==> src/rtl/sprite_pkg.sv <==
// Shared constants, fetch state encoding and small helpers for the sprite line fetcher.
// Geometry matches the indexed sprite sheet: 2441 x 130 pixels, 4-bit colour indices.
package sprite_pkg;

    localparam int SHEET_W = 2441;
    localparam int SHEET_H = 130;
    localparam int MAX_W   = 128;
    localparam int ADDR_W  = 19;

    localparam int COL_W = $clog2(MAX_W);
    localparam int WID_W = COL_W + 1;

    localparam logic [3:0] TRANSPARENT = 4'h0;

    typedef enum logic [1:0] {
        ST_IDLE,
        ST_BASE,
        ST_ISSUE,
        ST_DRAIN
    } fetch_state_e;

    function automatic logic [WID_W-1:0] clamp_width(input logic [7:0] width);
        return (width > 8'(MAX_W)) ? WID_W'(MAX_W) : WID_W'(width);
    endfunction

    // True when sheet column x+k falls past the right edge of the sheet.
    function automatic logic col_x_oob(input logic [11:0] x, input logic [COL_W-1:0] k);
        logic [12:0] sum;
        sum = {1'b0, x} + {6'b0, k};
        return sum >= 13'(SHEET_W);
    endfunction

endpackage

==> src/rtl/line_buffer_bank.sv <==
// One bank of the ping-pong line buffer: synchronous write port, registered read port.
// The parent selects which bank is front (read) and which is back (written).
module line_buffer_bank
    import sprite_pkg::*;
(
    input  logic             Clk,
    input  logic             Reset_n,
    input  logic             wr_en,
    input  logic [COL_W-1:0] wr_addr,
    input  logic [3:0]       wr_data,
    input  logic [COL_W-1:0] rd_addr,
    output logic [3:0]       rd_data
);

    logic [3:0] mem_q [MAX_W];
    logic [3:0] rd_data_q;
    logic [3:0] rd_data_d;

    always_comb begin
        rd_data_d = mem_q[rd_addr];
    end

    // NOTE: the storage array has no reset so it can map onto a RAM macro; stale
    // contents are harmless because the parent masks reads beyond the valid width.
    always_ff @(posedge Clk) begin
        if (wr_en) begin
            mem_q[wr_addr] <= wr_data;
        end
    end

    always_ff @(posedge Clk or negedge Reset_n) begin
        if (!Reset_n) begin
            rd_data_q <= '0;
        end else begin
            rd_data_q <= rd_data_d;
        end
    end

    assign rd_data = rd_data_q;

endmodule

==> src/rtl/sprite_line_fetcher.sv <==
// Fetches one sprite row from the sprite-sheet RAM into the back bank of a ping-pong
// line buffer while the renderer reads the front bank by column.
module sprite_line_fetcher
    import sprite_pkg::*;
(
    input  logic              Clk,
    input  logic              Reset_n,
    input  logic              start,
    input  logic [11:0]       sheet_x,
    input  logic [7:0]        sheet_y,
    input  logic [6:0]        row,
    input  logic [7:0]        width,
    output logic              busy,
    output logic              done,
    output logic [ADDR_W-1:0] ram_addr,
    input  logic [3:0]        ram_data,
    input  logic              swap,
    input  logic [6:0]        pix_col,
    output logic [3:0]        pix_data
);

    fetch_state_e      state_q, state_d;
    logic [11:0]       x_q, x_d;
    logic [7:0]        y_q, y_d;
    logic [6:0]        row_q, row_d;
    logic [WID_W-1:0]  w_q, w_d;
    logic              y_oob_q, y_oob_d;
    logic [ADDR_W-1:0] base_q, base_d;
    logic [COL_W-1:0]  col_q, col_d;
    logic [ADDR_W-1:0] ram_addr_q, ram_addr_d;
    logic              busy_q, busy_d;
    logic              done_q, done_d;
    logic              wr_en_q, wr_en_d;
    logic [COL_W-1:0]  wr_col_q, wr_col_d;
    logic              wr_oob_q, wr_oob_d;
    logic              front_q, front_d;
    logic              swap_pend_q, swap_pend_d;
    logic [WID_W-1:0]  front_width_q, front_width_d;
    logic [WID_W-1:0]  back_width_q, back_width_d;
    logic              rd_valid_q, rd_valid_d;
    logic              rd_sel_q, rd_sel_d;

    logic [8:0]        row_sum;
    logic              y_oob_now;
    logic [ADDR_W-1:0] base_now;
    logic              col_last;
    logic [COL_W-1:0]  col_nxt;
    logic              cur_oob;
    logic              nxt_oob;

    logic [3:0]        wr_data;
    logic [3:0]        rd_data0;
    logic [3:0]        rd_data1;

    always_comb begin
        row_sum   = {1'b0, y_q} + {2'b00, row_q};
        y_oob_now = row_sum >= 9'(SHEET_H);
        base_now  = ADDR_W'(row_sum) * ADDR_W'(SHEET_W) + ADDR_W'(x_q);
        col_last  = ({1'b0, col_q} == (w_q - 8'd1));
        col_nxt   = col_q + 7'd1;
        cur_oob   = y_oob_q || col_x_oob(x_q, col_q);
        nxt_oob   = y_oob_q || col_x_oob(x_q, col_nxt);
    end

    // NOTE: every _d starts as its _q (pulses start at 0) so no path leaves a
    // signal unassigned and no latch is inferred.
    always_comb begin
        state_d       = state_q;
        x_d           = x_q;
        y_d           = y_q;
        row_d         = row_q;
        w_d           = w_q;
        y_oob_d       = y_oob_q;
        base_d        = base_q;
        col_d         = col_q;
        ram_addr_d    = ram_addr_q;
        done_d        = 1'b0;
        wr_en_d       = 1'b0;
        wr_col_d      = wr_col_q;
        wr_oob_d      = wr_oob_q;
        back_width_d  = back_width_q;
        front_d       = front_q;
        swap_pend_d   = swap_pend_q;
        front_width_d = front_width_q;

        unique case (state_q)
            ST_IDLE: begin
                if (start) begin
                    x_d     = sheet_x;
                    y_d     = sheet_y;
                    row_d   = row;
                    w_d     = clamp_width(width);
                    state_d = ST_BASE;
                end
            end
            ST_BASE: begin
                base_d  = base_now;
                y_oob_d = y_oob_now;
                col_d   = '0;
                if (w_q == '0) begin
                    state_d      = ST_IDLE;
                    done_d       = 1'b1;
                    back_width_d = w_q;
                end else begin
                    state_d = ST_ISSUE;
                    // An off-sheet column keeps the previous address on the bus.
                    if (!y_oob_now && !col_x_oob(x_q, '0)) begin
                        ram_addr_d = base_now;
                    end
                end
            end
            ST_ISSUE: begin
                wr_en_d  = 1'b1;
                wr_col_d = col_q;
                wr_oob_d = cur_oob;
                if (col_last) begin
                    state_d = ST_DRAIN;
                end else begin
                    col_d = col_nxt;
                    if (!nxt_oob) begin
                        ram_addr_d = base_q + ADDR_W'(col_nxt);
                    end
                end
            end
            ST_DRAIN: begin
                state_d      = ST_IDLE;
                done_d       = 1'b1;
                back_width_d = w_q;
            end
            default: begin
                state_d = ST_IDLE;
            end
        endcase

        busy_d = (state_d != ST_IDLE);

        // Banks may only exchange while no fetch is writing the back bank.
        if (busy_q) begin
            if (swap) begin
                swap_pend_d = 1'b1;
            end
        end else if (swap || swap_pend_q) begin
            front_d       = ~front_q;
            front_width_d = back_width_q;
            swap_pend_d   = 1'b0;
        end

        rd_valid_d = ({1'b0, pix_col} < front_width_q);
        rd_sel_d   = front_q;
    end

    // NOTE: sequential state uses non-blocking assignments only, so every flop
    // samples the pre-edge value of every other flop.
    always_ff @(posedge Clk or negedge Reset_n) begin
        if (!Reset_n) begin
            state_q       <= ST_IDLE;
            x_q           <= '0;
            y_q           <= '0;
            row_q         <= '0;
            w_q           <= '0;
            y_oob_q       <= 1'b0;
            base_q        <= '0;
            col_q         <= '0;
            ram_addr_q    <= '0;
            busy_q        <= 1'b0;
            done_q        <= 1'b0;
            wr_en_q       <= 1'b0;
            wr_col_q      <= '0;
            wr_oob_q      <= 1'b0;
            front_q       <= 1'b0;
            swap_pend_q   <= 1'b0;
            front_width_q <= '0;
            back_width_q  <= '0;
            rd_valid_q    <= 1'b0;
            rd_sel_q      <= 1'b0;
        end else begin
            state_q       <= state_d;
            x_q           <= x_d;
            y_q           <= y_d;
            row_q         <= row_d;
            w_q           <= w_d;
            y_oob_q       <= y_oob_d;
            base_q        <= base_d;
            col_q         <= col_d;
            ram_addr_q    <= ram_addr_d;
            busy_q        <= busy_d;
            done_q        <= done_d;
            wr_en_q       <= wr_en_d;
            wr_col_q      <= wr_col_d;
            wr_oob_q      <= wr_oob_d;
            front_q       <= front_d;
            swap_pend_q   <= swap_pend_d;
            front_width_q <= front_width_d;
            back_width_q  <= back_width_d;
            rd_valid_q    <= rd_valid_d;
            rd_sel_q      <= rd_sel_d;
        end
    end

    // RAM data arriving now belongs to the column presented one cycle earlier.
    assign wr_data = wr_oob_q ? TRANSPARENT : ram_data;

    line_buffer_bank u_bank0 (
        .Clk     (Clk),
        .Reset_n (Reset_n),
        .wr_en   (wr_en_q & front_q),
        .wr_addr (wr_col_q),
        .wr_data (wr_data),
        .rd_addr (pix_col),
        .rd_data (rd_data0)
    );

    line_buffer_bank u_bank1 (
        .Clk     (Clk),
        .Reset_n (Reset_n),
        .wr_en   (wr_en_q & ~front_q),
        .wr_addr (wr_col_q),
        .wr_data (wr_data),
        .rd_addr (pix_col),
        .rd_data (rd_data1)
    );

    assign busy     = busy_q;
    assign done     = done_q;
    assign ram_addr = ram_addr_q;
    assign pix_data = rd_valid_q ? (rd_sel_q ? rd_data1 : rd_data0) : TRANSPARENT;

endmodule

==> config.mk <==
export PLATFORM = sky130hd
export DESIGN_NAME = sprite_line_fetcher
export DESIGN_NICKNAME = d
export VERILOG_FILES = /design/src/rtl/sprite_pkg.sv /design/src/rtl/line_buffer_bank.sv /design/src/rtl/sprite_line_fetcher.sv
export SDC_FILE = /design/constraint.sdc
export NUM_CORES = 1
export LEC_CHECK = 0
export ABC_CLOCK_PERIOD_IN_PS = 21600
export CELL_PAD_IN_SITES_DETAIL_PLACEMENT = 1
export CELL_PAD_IN_SITES_GLOBAL_PLACEMENT = 1
export CORE_UTILIZATION = 30
export DETAILED_ROUTE_END_ITERATION = 6
export PLACE_DENSITY = 0.54
export SYNTH_ARGS = -nofsm -noshare
export SYNTH_HDL_FRONTEND = slang
export SYNTH_SLANG_ARGS = --single-unit
export TNS_END_PERCENT = 5
==> constraint.sdc <==
create_clock -name Clk -period 21.6 [get_ports Clk]
set_clock_uncertainty 0.05 [all_clocks]
set_input_delay 5.4 -clock Clk [delete_from_list [all_inputs] [get_ports Clk]]
set_output_delay 5.4 -clock Clk [all_outputs]
set_load 0.05 [all_outputs]
==> results.cfg <==
[synth]
netlist.area_leader.share_pct = 62.7
yosysTopAreaCell = edfxtp_1
syn_nets = 2873
yosys-top-cells-count = edfxtp_1 (1024), mux4_2 (336), nor2_1 (297), dfrtp_1 (122), ha_1 (109)
avgSynthCellArea_um2 = 18.2
async_flop_share_pct = 10.6
synthesis.area_mm2 = 0.0490
synthFlopType = edfxtp_1
yosysSeqAreaShare_pct = 69.0
ys_ff_latch = 1146
synthesis.instances = 2694
yosysUniqueCellTypes = 70
synth_top_cells_by_area = edfxtp_1 (63%), mux4_2 (15%), dfrtp_1 (6.2%), ha_1 (2.8%), nor2_1 (2.3%)
synth_edf_count = 1024
yosysWarnings = 0
synth_most_common_cell = edfxtp_1

[placement]
routabilityCongestion = 0.777
hpwl_um = 80300
io_buffer_count = 74

[sta]
period_needed_ps = 9200
fin_crit_sh_pct = 42.6
worst_pin_slew_ps = 1320
rsz0062_at_grt = no
setup_viol = 0
maxSlewViolCount = 0
relSlewSlack_pct = 11.8
finalHoldViolCount = 0
max_freq_mhz = 109
tns_ps = 0

[final_layout]
drive_gt1_share_pct = 23.0
nFillCells = 16116
antenna_cells = 0
area_growth_pct = 14.8
nets = 2974

[global_route]
antenna_found_initial = 6
grt_max_degree = 197
grt-ovfl-total = 0
grt_usage_pct = 15.4
grt_pass1_vias = 27408
grt_pass1_wl_um = 187000

[run_status]
status = finished, final reports clean

[worst_setup_path]
cp_max_fo = 78
worst_ep_required_time_ps = 22140
start_kind = input port
worst-setup-path-type = input port to flop
arrival_ps = 9740
worst_setup_path_end_kind = flop

[floorplanning]
die-height_um = 406
die_area_mm2 = 0.165
row_count = 147
die_w_um = 406
pin_count = 75
fp.coreArea_mm2 = 0.161
start_util_pct = 30.4

[routing]
route.detailed.drc = 0
vias_per_cell = 4.96
firstDrtPassIters = 5
wl_per_cell_um = 24.9
final_antenna_net_count = 0
wl_um = 126000
vias = 25093
drt_iter0_markers = 1875

[clock_network]
post_cts_resized = 0
post_cts_buffers = 0
clock_sinks = 1146
worstSkewPairLatency_ps = 750
postCtsHoldBufs = 0
cts_tree = done
cts_buffers = 119
clock_path_buffers = 3
path_clk_slew_ps = 60
cts-root-buf = clkbuf_16
h-tree-depth = 3

[flow_run]
drv_cap = 0

[hold_path]
hold_class = flop to flop
cells by family after synthesis:
logic type	count (synthesis)	share of synthesized area, %
compound gates	199	2.64
xor+xnor	62	1.11
fa+ha+maj	129	3.60
buf+inv	210	1.74
simple gates	535	4.78
mux	413	17.2
flops	1146	69.0
critical path: stages:
cell,delay [ps]
buf_8,620
buf_4,890
buf_4,720
mux4_2,610
mux4_2,540
mux4_2,480
mux2_2,270
placed cells by master (no fill, tap or decap), types with 15 or more instances in the layout:
cell | Yosys | final
a21o_1 | 19 | 19
a21oi_1 | 34 | 34
buf_4 | 4 | 39
clkbuf_1 | 83 | 25
clkbuf_16 | 0 | 120
clkdlybuf4s50_1 | 0 | 68
clkinv_2 | 0 | 20
dfrtp_1 | 122 | 122
edfxtp_1 | 1024 | 1024
fa_1 | 20 | 20
ha_1 | 109 | 109
inv_1 | 76 | 76
mux2_2 | 71 | 71
mux4_2 | 336 | 336
nand2_1 | 106 | 104
nand3_1 | 35 | 31
nor2_1 | 297 | 297
nor3_1 | 15 | 15
o21ai_0 | 58 | 58
xnor2_1 | 31 | 31
xor2_1 | 31 | 31
layout make-up:
cell class	instances	area (um2)	share of cell area [%]
sequential	1146	33800	60.0
multi-input combinational	1338	14400	25.6
clock buffer	157	3260	5.79
tap	2160	2700	4.80
timing repair buffer	113	1060	1.88
clock inverter	67	761	1.35
inverter	77	289	0.513
flip-flops by register name (all words and copies together) (netlist names), 2 cells and up:
register         cells
row_q                7
u_bank1.mem_q      512
ram_addr            19
wr_col_q             7
u_bank1.rd_data      4
base_q              19
state_q              2
u_bank0.rd_data      4
w_q                  8
x_q                 12
y_q                  8
u_bank0.mem_q      512
front_width_q        8
back_width_q         8
col_q                7
path summary, 6_finish.rpt:
path / to / cells after the start / slack (ps) / from
max: u_bank1.rd_data[2] / 7 / 12400 / pix_col[0]
min: swap_pend_q / 1 / 440 / swap_pend_q
max reg2reg: ram_addr[16] / 19 / 15120 / y_q[0]
min reg2reg: swap_pend_q / 1 / 440 / swap_pend_q
max in group asynchronous: base_q[1] / 2 / 15520 / Reset_n
min in group asynchronous: y_q[4] / 1 / 4610 / Reset_n
layer usage:
layer  global-route usage, %  vias to the layer above  part of all wire [%]  wire (um)
met5                       0                        -                0.0095         12
met4                    4.20                        2                   2.5       3170
met3                    2.72                      189                   4.7       5900
met2                    26.2                      627                    50      63200
met1                    20.2                    13367                    43      53500
li1                        -                    10908                     -          -
metrics by stage:
| stage | util (%) | setup WS [ps] | std cells | hold WS, ps | instance area, um2 |
|---|---|---|---|---|---|
| 6_report | 34.9 | 12400 | 5058 | 441 | 56300 |
| 5_1_grt | 34.9 | 12040 | 5058 | 478 | 56300 |
| 4_1_cts | 34.9 | 12260 | 5058 | 446 | 56300 |
| 3_5_place_dp | 32.4 | 11490 | 4834 | 431 | 52300 |
| 3_3_place_gp | 32.4 | 11580 | 4834 | 429 | 52300 |
| 2_1_floorplan | - | 8550 | 2694 | 383 | 49000 |
Power is left out: the tool's default activity adds up to more than one toggle a clock period on the data nets, which glitch-free logic cannot reach.
